===== config.mk =====
export PLATFORM = sky130hd
export DESIGN_NAME = nco_config_ctrl_flat
export DESIGN_NICKNAME = d
export VERILOG_FILES = /design/src/rtl/nco_config_ctrl_if.sv /design/src/rtl/nco_config_ctrl.sv /design/src/flat_wrapper.sv
export SDC_FILE = /design/constraint.sdc
export NUM_CORES = 1
export LEC_CHECK = 0
export BUFFER_PORTS_ARGS = -buffer_cell sky130_fd_sc_hd__buf_4
export CORE_ASPECT_RATIO = 1.1
export CORE_UTILIZATION = 62
export DETAILED_ROUTE_END_ITERATION = 7
export PLACE_DENSITY = 0.85
export SETUP_SLACK_MARGIN = 0.4
export SLEW_MARGIN = 25
export SYNTH_ARGS = -nofsm -noshare
export SYNTH_HDL_FRONTEND = slang
export SYNTH_SLANG_ARGS = --single-unit

===== constraint.sdc =====
create_clock -name clk -period 8.1 [get_ports clk]
set_input_delay 0.81 -clock clk [delete_from_list [all_inputs] [get_ports clk]]
set_output_delay 0.81 -clock clk [all_outputs]
set_load 0.05 [all_outputs]

===== src/rtl/nco_config_ctrl_if.sv =====
// Byte-level handshake from the I2C slave into the NCO configuration controller.
// The I2C slave drives it as master; the configuration controller listens as slave.
interface nco_config_ctrl_if;
  logic       frame_start;
  logic       frame_stop;
  logic       byte_valid;
  logic [7:0] byte_data;

  modport master (
    output frame_start,
    output frame_stop,
    output byte_valid,
    output byte_data
  );

  modport slave (
    input frame_start,
    input frame_stop,
    input byte_valid,
    input byte_data
  );
endinterface


===== src/rtl/nco_config_ctrl.sv =====
// Decodes I2C frames (control byte + optional frequency/duty payload) into shadow
// registers and commits them atomically to the NCO on STOP, optionally on a phase wrap.
module nco_config_ctrl #(
  parameter int                FREQ_W       = 64,
  parameter int                DUTY_W       = 16,
  parameter logic [DUTY_W-1:0] RESET_DUTY   = DUTY_W'(16'h8000),
  parameter int                WRAP_TIMEOUT = 1024
) (
  input  logic                  clk,
  input  logic                  reset,
  nco_config_ctrl_if.slave      i2c,
  input  logic                  phase_wrap,
  output logic                  enable,
  output logic [1:0]            wave,
  output logic [FREQ_W-1:0]     frequency,
  output logic [DUTY_W-1:0]     duty_cycle,
  output logic                  cfg_update,
  output logic                  busy,
  output logic                  frame_err,
  output logic [7:0]            err_count
);

  localparam int FREQ_BYTES = FREQ_W / 8;
  localparam int DUTY_BYTES = DUTY_W / 8;
  localparam int MAX_BYTES  = (FREQ_BYTES > DUTY_BYTES) ? FREQ_BYTES : DUTY_BYTES;
  localparam int CNT_W      = $clog2(MAX_BYTES + 1);
  localparam int WAIT_W     = (WRAP_TIMEOUT > 2) ? $clog2(WRAP_TIMEOUT) : 1;

  // Control shadow bit positions (reserved bits 7:6 are never stored)
  localparam int C_EN   = 0;
  localparam int C_LF   = 3;
  localparam int C_LD   = 4;
  localparam int C_SYNC = 5;

  typedef enum logic [2:0] {
    IDLE, CTRL, FREQ, DUTY, WAIT_STOP, PEND, ABORT
  } state_t;

  state_t             state_reg, state_next, after_byte;
  logic [5:0]         ctrl_reg, ctrl_next;
  logic [FREQ_W-1:0]  freq_reg, freq_next, freq_shift;
  logic [DUTY_W-1:0]  duty_reg, duty_next, duty_shift;
  logic [CNT_W-1:0]   cnt_reg, cnt_next;
  logic [WAIT_W-1:0]  wait_reg, wait_next;
  logic               commit, discard;

  generate
    if (FREQ_W > 8) begin : g_freq_wide
      assign freq_shift = {freq_reg[FREQ_W-9:0], i2c.byte_data};
    end else begin : g_freq_byte
      assign freq_shift = i2c.byte_data;
    end
    if (DUTY_W > 8) begin : g_duty_wide
      assign duty_shift = {duty_reg[DUTY_W-9:0], i2c.byte_data};
    end else begin : g_duty_byte
      assign duty_shift = i2c.byte_data;
    end
  endgenerate

  always_comb begin
    state_next = state_reg;
    after_byte = state_reg;
    ctrl_next  = ctrl_reg;
    freq_next  = freq_reg;
    duty_next  = duty_reg;
    cnt_next   = cnt_reg;
    wait_next  = '0;
    commit     = 1'b0;
    discard    = 1'b0;

    // A byte arriving with STOP is consumed first, so decode it into after_byte
    if (i2c.byte_valid) begin
      case (state_reg)
        CTRL: begin
          if (|i2c.byte_data[7:6]) begin
            after_byte = ABORT;
          end else begin
            ctrl_next = i2c.byte_data[5:0];
            if (i2c.byte_data[C_LF]) begin
              after_byte = FREQ;
              cnt_next   = CNT_W'(FREQ_BYTES);
            end else if (i2c.byte_data[C_LD]) begin
              after_byte = DUTY;
              cnt_next   = CNT_W'(DUTY_BYTES);
            end else begin
              after_byte = WAIT_STOP;
            end
          end
        end
        FREQ: begin
          freq_next = freq_shift;
          cnt_next  = cnt_reg - CNT_W'(1);
          if (cnt_reg == CNT_W'(1)) begin
            if (ctrl_reg[C_LD]) begin
              after_byte = DUTY;
              cnt_next   = CNT_W'(DUTY_BYTES);
            end else begin
              after_byte = WAIT_STOP;
            end
          end
        end
        DUTY: begin
          duty_next = duty_shift;
          cnt_next  = cnt_reg - CNT_W'(1);
          if (cnt_reg == CNT_W'(1)) after_byte = WAIT_STOP;
        end
        WAIT_STOP: after_byte = ABORT;
        default: ;
      endcase
    end

    case (state_reg)
      IDLE: begin
        if (i2c.frame_start) state_next = CTRL;
      end
      PEND: begin
        // A new START flushes the pending config so it is never lost
        if (i2c.frame_start) begin
          commit     = 1'b1;
          state_next = CTRL;
        end else if (phase_wrap || wait_reg == WAIT_W'(WRAP_TIMEOUT - 1)) begin
          commit     = 1'b1;
          state_next = IDLE;
        end else begin
          wait_next = wait_reg + WAIT_W'(1);
        end
      end
      default: begin
        if (i2c.frame_start) begin
          discard    = 1'b1;
          state_next = CTRL;
        end else if (i2c.frame_stop) begin
          if (after_byte == WAIT_STOP) begin
            if (ctrl_next[C_SYNC]) begin
              state_next = PEND;
            end else begin
              commit     = 1'b1;
              state_next = IDLE;
            end
          end else begin
            discard    = 1'b1;
            state_next = IDLE;
          end
        end else begin
          state_next = after_byte;
        end
      end
    endcase
  end

  always_ff @(posedge clk or negedge reset) begin
    if (!reset) begin
      state_reg  <= IDLE;
      ctrl_reg   <= '0;
      freq_reg   <= '0;
      duty_reg   <= '0;
      cnt_reg    <= '0;
      wait_reg   <= '0;
      enable     <= 1'b0;
      wave       <= 2'd0;
      frequency  <= '0;
      duty_cycle <= RESET_DUTY;
      cfg_update <= 1'b0;
      frame_err  <= 1'b0;
      err_count  <= 8'd0;
    end else begin
      state_reg  <= state_next;
      ctrl_reg   <= ctrl_next;
      freq_reg   <= freq_next;
      duty_reg   <= duty_next;
      cnt_reg    <= cnt_next;
      wait_reg   <= wait_next;
      cfg_update <= commit;
      frame_err  <= discard;
      // Words not loaded by this frame keep their previous live value
      if (commit) begin
        enable <= ctrl_next[C_EN];
        wave   <= ctrl_next[2:1];
        if (ctrl_next[C_LF]) frequency  <= freq_next;
        if (ctrl_next[C_LD]) duty_cycle <= duty_next;
      end
      if (discard && err_count != 8'hFF) err_count <= err_count + 8'd1;
    end
  end

  assign busy = (state_reg != IDLE);

endmodule


===== src/flat_wrapper.sv =====
// flat-port wrapper written by rule: the top's interface ports become plain ports
module nco_config_ctrl_flat 
#(
  parameter int                FREQ_W       = 64,
  parameter int                DUTY_W       = 16,
  parameter logic [DUTY_W-1:0] RESET_DUTY   = DUTY_W'(16'h8000),
  parameter int                WRAP_TIMEOUT = 1024
)
  (clk, reset, phase_wrap, enable, wave, frequency, duty_cycle, cfg_update, busy, frame_err, err_count, i2c_frame_start, i2c_frame_stop, i2c_byte_valid, i2c_byte_data);
  nco_config_ctrl_if i2c_i ();
  input  logic clk;
  input  logic reset;
  input  logic phase_wrap;
  output logic enable;
  output logic [1:0] wave;
  output logic [FREQ_W-1:0] frequency;
  output logic [DUTY_W-1:0] duty_cycle;
  output logic cfg_update;
  output logic busy;
  output logic frame_err;
  output logic [7:0] err_count;
  input wire logic [$bits(i2c_i.frame_start)-1:0] i2c_frame_start;
  input wire logic [$bits(i2c_i.frame_stop)-1:0] i2c_frame_stop;
  input wire logic [$bits(i2c_i.byte_valid)-1:0] i2c_byte_valid;
  input wire logic [$bits(i2c_i.byte_data)-1:0] i2c_byte_data;
  assign i2c_i.frame_start = i2c_frame_start;
  assign i2c_i.frame_stop = i2c_frame_stop;
  assign i2c_i.byte_valid = i2c_byte_valid;
  assign i2c_i.byte_data = i2c_byte_data;
  nco_config_ctrl #(.FREQ_W(FREQ_W), .DUTY_W(DUTY_W), .RESET_DUTY(RESET_DUTY), .WRAP_TIMEOUT(WRAP_TIMEOUT)) u_core (.clk(clk), .reset(reset), .i2c(i2c_i), .phase_wrap(phase_wrap), .enable(enable), .wave(wave), .frequency(frequency), .duty_cycle(duty_cycle), .cfg_update(cfg_update), .busy(busy), .frame_err(frame_err), .err_count(err_count));
endmodule

==> impl_metrics.csv <==
group,metric,value,unit
status,status,"complete, but fails checks",
status,violations,"design-rule violations",
layout,ff_latch_area,4906,sq um
logic_synthesis,synth_xor_area_frac,0.01726,
critical_path,r2r_start,"u_core.state_reg[1]",
cts,h-tree-depth,4,
routing,drc,16,
die,fp-row-count,43,
timing,worst_slack,4.279,ns
logic_synthesis,yosys.area_share.adder,0.006164,
routing,drt-total-wl,15970,microns
critical_path,reg2reg_to,"u_core.frequency[44]",
place,numPortBuffers,107,
global_routing,grt-busiest-layer,"met2",
timing,fin_crit_sh,0.4717,
logic_synthesis,synth_ff_type,"dfrtp_1",
timing,clock_skew,0.008751,ns
critical_path,worst_r2r_path_depth,10,
layout,area_growth,18.82,%
logic_synthesis,synthSimpleGateAreaFrac,0.04931,
logic_synthesis,async_reset_ff_frac,1.000,
cts,cts_tree,"yes",
logic_synthesis,synthCells,527,
timing,slew_violations,0,
cts,cts_inserted_buffers,17,
global_routing,use_met1,0.3346,
die,die-width,111.1,microns
layout,num_antenna_cells,0,
critical_path,start_kind,"flip-flop",
die,core_area,12700,sq um
cts,clock_latency,0.43,ns
timing,tightest_slew,0.8671,ns
logic_synthesis,synth_nets,545,
logic_synthesis,yosys_warnings,0,
layout,fin_util,0.7598,
power,peakVddDrop,289.5,uV
die,dieArea,13560,sq um
layout,final_cell_mix,"dfrtp_1, buf_4, mux2_2, mux2_4, nor2_1",
power,power.density,254.0,nW/um^2
critical_path,rrSetupSlack,4.28,ns
global_routing,use_met3,0.06418,
timing,finalSetupTns,0,ns
hold_path,hold_depth,1,
cts,post-cts-setup-buffer-count,0,
critical_path,critPathArrivalTime,4.13,ns
logic_synthesis,synth_area,8119,sq um
timing,slew_headroom,0.4219,
cts,cts_buffer_depth,2,
hold_path,hold_path.class,"flip-flop to flip-flop",
routing,drt_first_pass_iters,7,
timing,min_period,3.821,ns
critical_path,setup.worst_path.end_class,"flip-flop",
logic_synthesis,synth-compound-area-share,0.03020,
global_routing,first_global_vias,4882,
cts,clock_sinks,196,
routing,route.detailed.wl_per_inst,19.89,microns
die,die_h,122.0,microns
cts,cts_resized,0,
power,p_leak,5.038,nW
die,ios,108,
layout,multi_input_comb_area,3044,sq um
layout,final_common_cell,"dfrtp_1",
logic_synthesis,syn_area_per_cell,15.41,sq um
routing,num_vias,4693,
logic_synthesis,synth_top_family_by_area,"multiplexers",
global_routing,grt_overflow_total,0,
routing,initialDrtViolationCount,311,
logic_synthesis,synth_seq_area_share,0.6043,
cts,cts_root_buffer,"clkbuf_16",
hold_path,hold_start,"u_core.ctrl_reg[0]",
place,dp_hpwl,10370,microns
logic_synthesis,synth_edf_count,0,
timing,timing.fmax,0.2617,GHz
die,initial_core_util,0.6394,
global_routing,grt_max_degree,116,
routing,routed_via_density,5.844,
layout,nFillCells,739,
logic_synthesis,muxShareOfSynthArea,0.2691,
cts,path_clk_slew,0.06,ns
place,place.gp.congestion,0.8306,
layout,drive_above_1_share,0.4938,
logic_synthesis,ys_types,52,
global_routing,groute.layer.met2.usage,0.4053,
global_routing,grt_pass1_wl,26100,microns
global_routing,track_usage,0.2536,
cts,cts_hold_buf,0,
timing,hold_viol,0,
critical_path,crit_fanout,65,
timing,rsz0062_at_grt,"no",
place,place_worst_setup_slack,4.186,ns
hold_path,hold_end,"u_core.ctrl_reg[0]",
critical_path,critPathKind,"flip-flop to flip-flop",
logic_synthesis,ys_ff_latch,196,
timing,setup_viol,0,
critical_path,cp.required,8.41,ns
run,maxCapViolCount,0,
routing,final_antenna_net_count,0,
global_routing,antenna_found_initial,0,
layout,nNetsFinal,652,
-- logic make-up (layout without fill, tap and decap cells) --
kind of cell | count (synthesis) | in the layout
buf+inv | 34 | 153
fa+ha+maj | 4 | 4
simple gates | 73 | 73
flops | 196 | 196
compound gates | 33 | 33
mux | 171 | 171
xor+xnor | 16 | 16
-- layer usage --
layer  routed length, microns  part of all wire  up-vias
li1                         -                 -     2078
met1                     6752              0.42     2444
met2                     8089              0.51      146
met3                      811             0.051       25
met4                      316             0.020        0
met5                        0                 0        -
-- power by group --
group	leakage, nW	internal [mW]	switching, mW
Combinational	2.08	0.171	0.301
Clock	0.278	0.483	0.354
Sequential	2.68	1.08	0.0656
Total	5.04	1.73	0.721
-- critical path, stage by stage, from the launching register on --
cell and delay, ns:
dfrtp_1 0.62, nor4bb_4 0.36, buf_4 0.65, a31oi_1 0.24, nand2_1 0.14, nand3_1 0.35, o22a_4 0.34, buf_4 0.23
buf_12 0.22, buf_12 0.19, mux2_4 0.31
-- synth_stat cells (all sizes together), types with 2 or more instances --
cell type	count	area, sq um
a31oi	3	18.77
nand2b	3	18.77
a22oi	2	15.01
inv	10	37.54
nand4	3	18.77
nor2	20	75.07
or3	4	30.03
o2111ai	3	26.28
and2	5	31.28
o21ai	8	40.04
dfrtp	195	4880
o211ai	3	22.52
nand2	9	33.78
ha	4	50.05
clkbuf	14	52.55
xor2	5	43.79
nor3	4	31.28
buf	10	102.6
xnor2	11	96.34
a21o	2	15.01
nor4	3	18.77
mux2	168	2155
and3	3	18.77
nand3	10	50.05
mux2i	3	30.03
-- through the flow --
| stage | cell area, sq um | std cells | power [mW] | hold slack (ns) |
|---|---|---|---|---|
| global route | 9647 | 803 | 2.543 | 0.5107 |
| finish | 9647 | 803 | 2.450 | 0.4948 |
| global placement | 9016 | 770 | 1.608 | 0.4760 |
| CTS | 9643 | 803 | 2.466 | 0.5010 |
| detailed placement | 9056 | 772 | 1.628 | 0.4862 |
| floorplan | 8119 | 527 | 1.467 | 0.4604 |
-- worst max-delay path by stage --
stage                           endpoint                 from
finish              u_core.frequency[44]  u_core.state_reg[1]
global route        u_core.frequency[44]  u_core.state_reg[1]
CTS                 u_core.frequency[44]  u_core.state_reg[1]
detailed placement  u_core.frequency[60]       i2c_byte_valid
global placement    u_core.frequency[63]       i2c_byte_valid
floorplan           u_core.frequency[10]     i2c_byte_data[6]
-- layout make-up --
type | instances | area share
clock buffers | 18 | 0.04449
clock inverters | 13 | 0.01634
inverters | 10 | 0.003891
multi-input cells | 297 | 0.3156
flip-flops and latches | 196 | 0.5086
well taps | 157 | 0.02036
repair buffers | 112 | 0.09079
No activity file was read; power rests on OpenSTA's default activity.
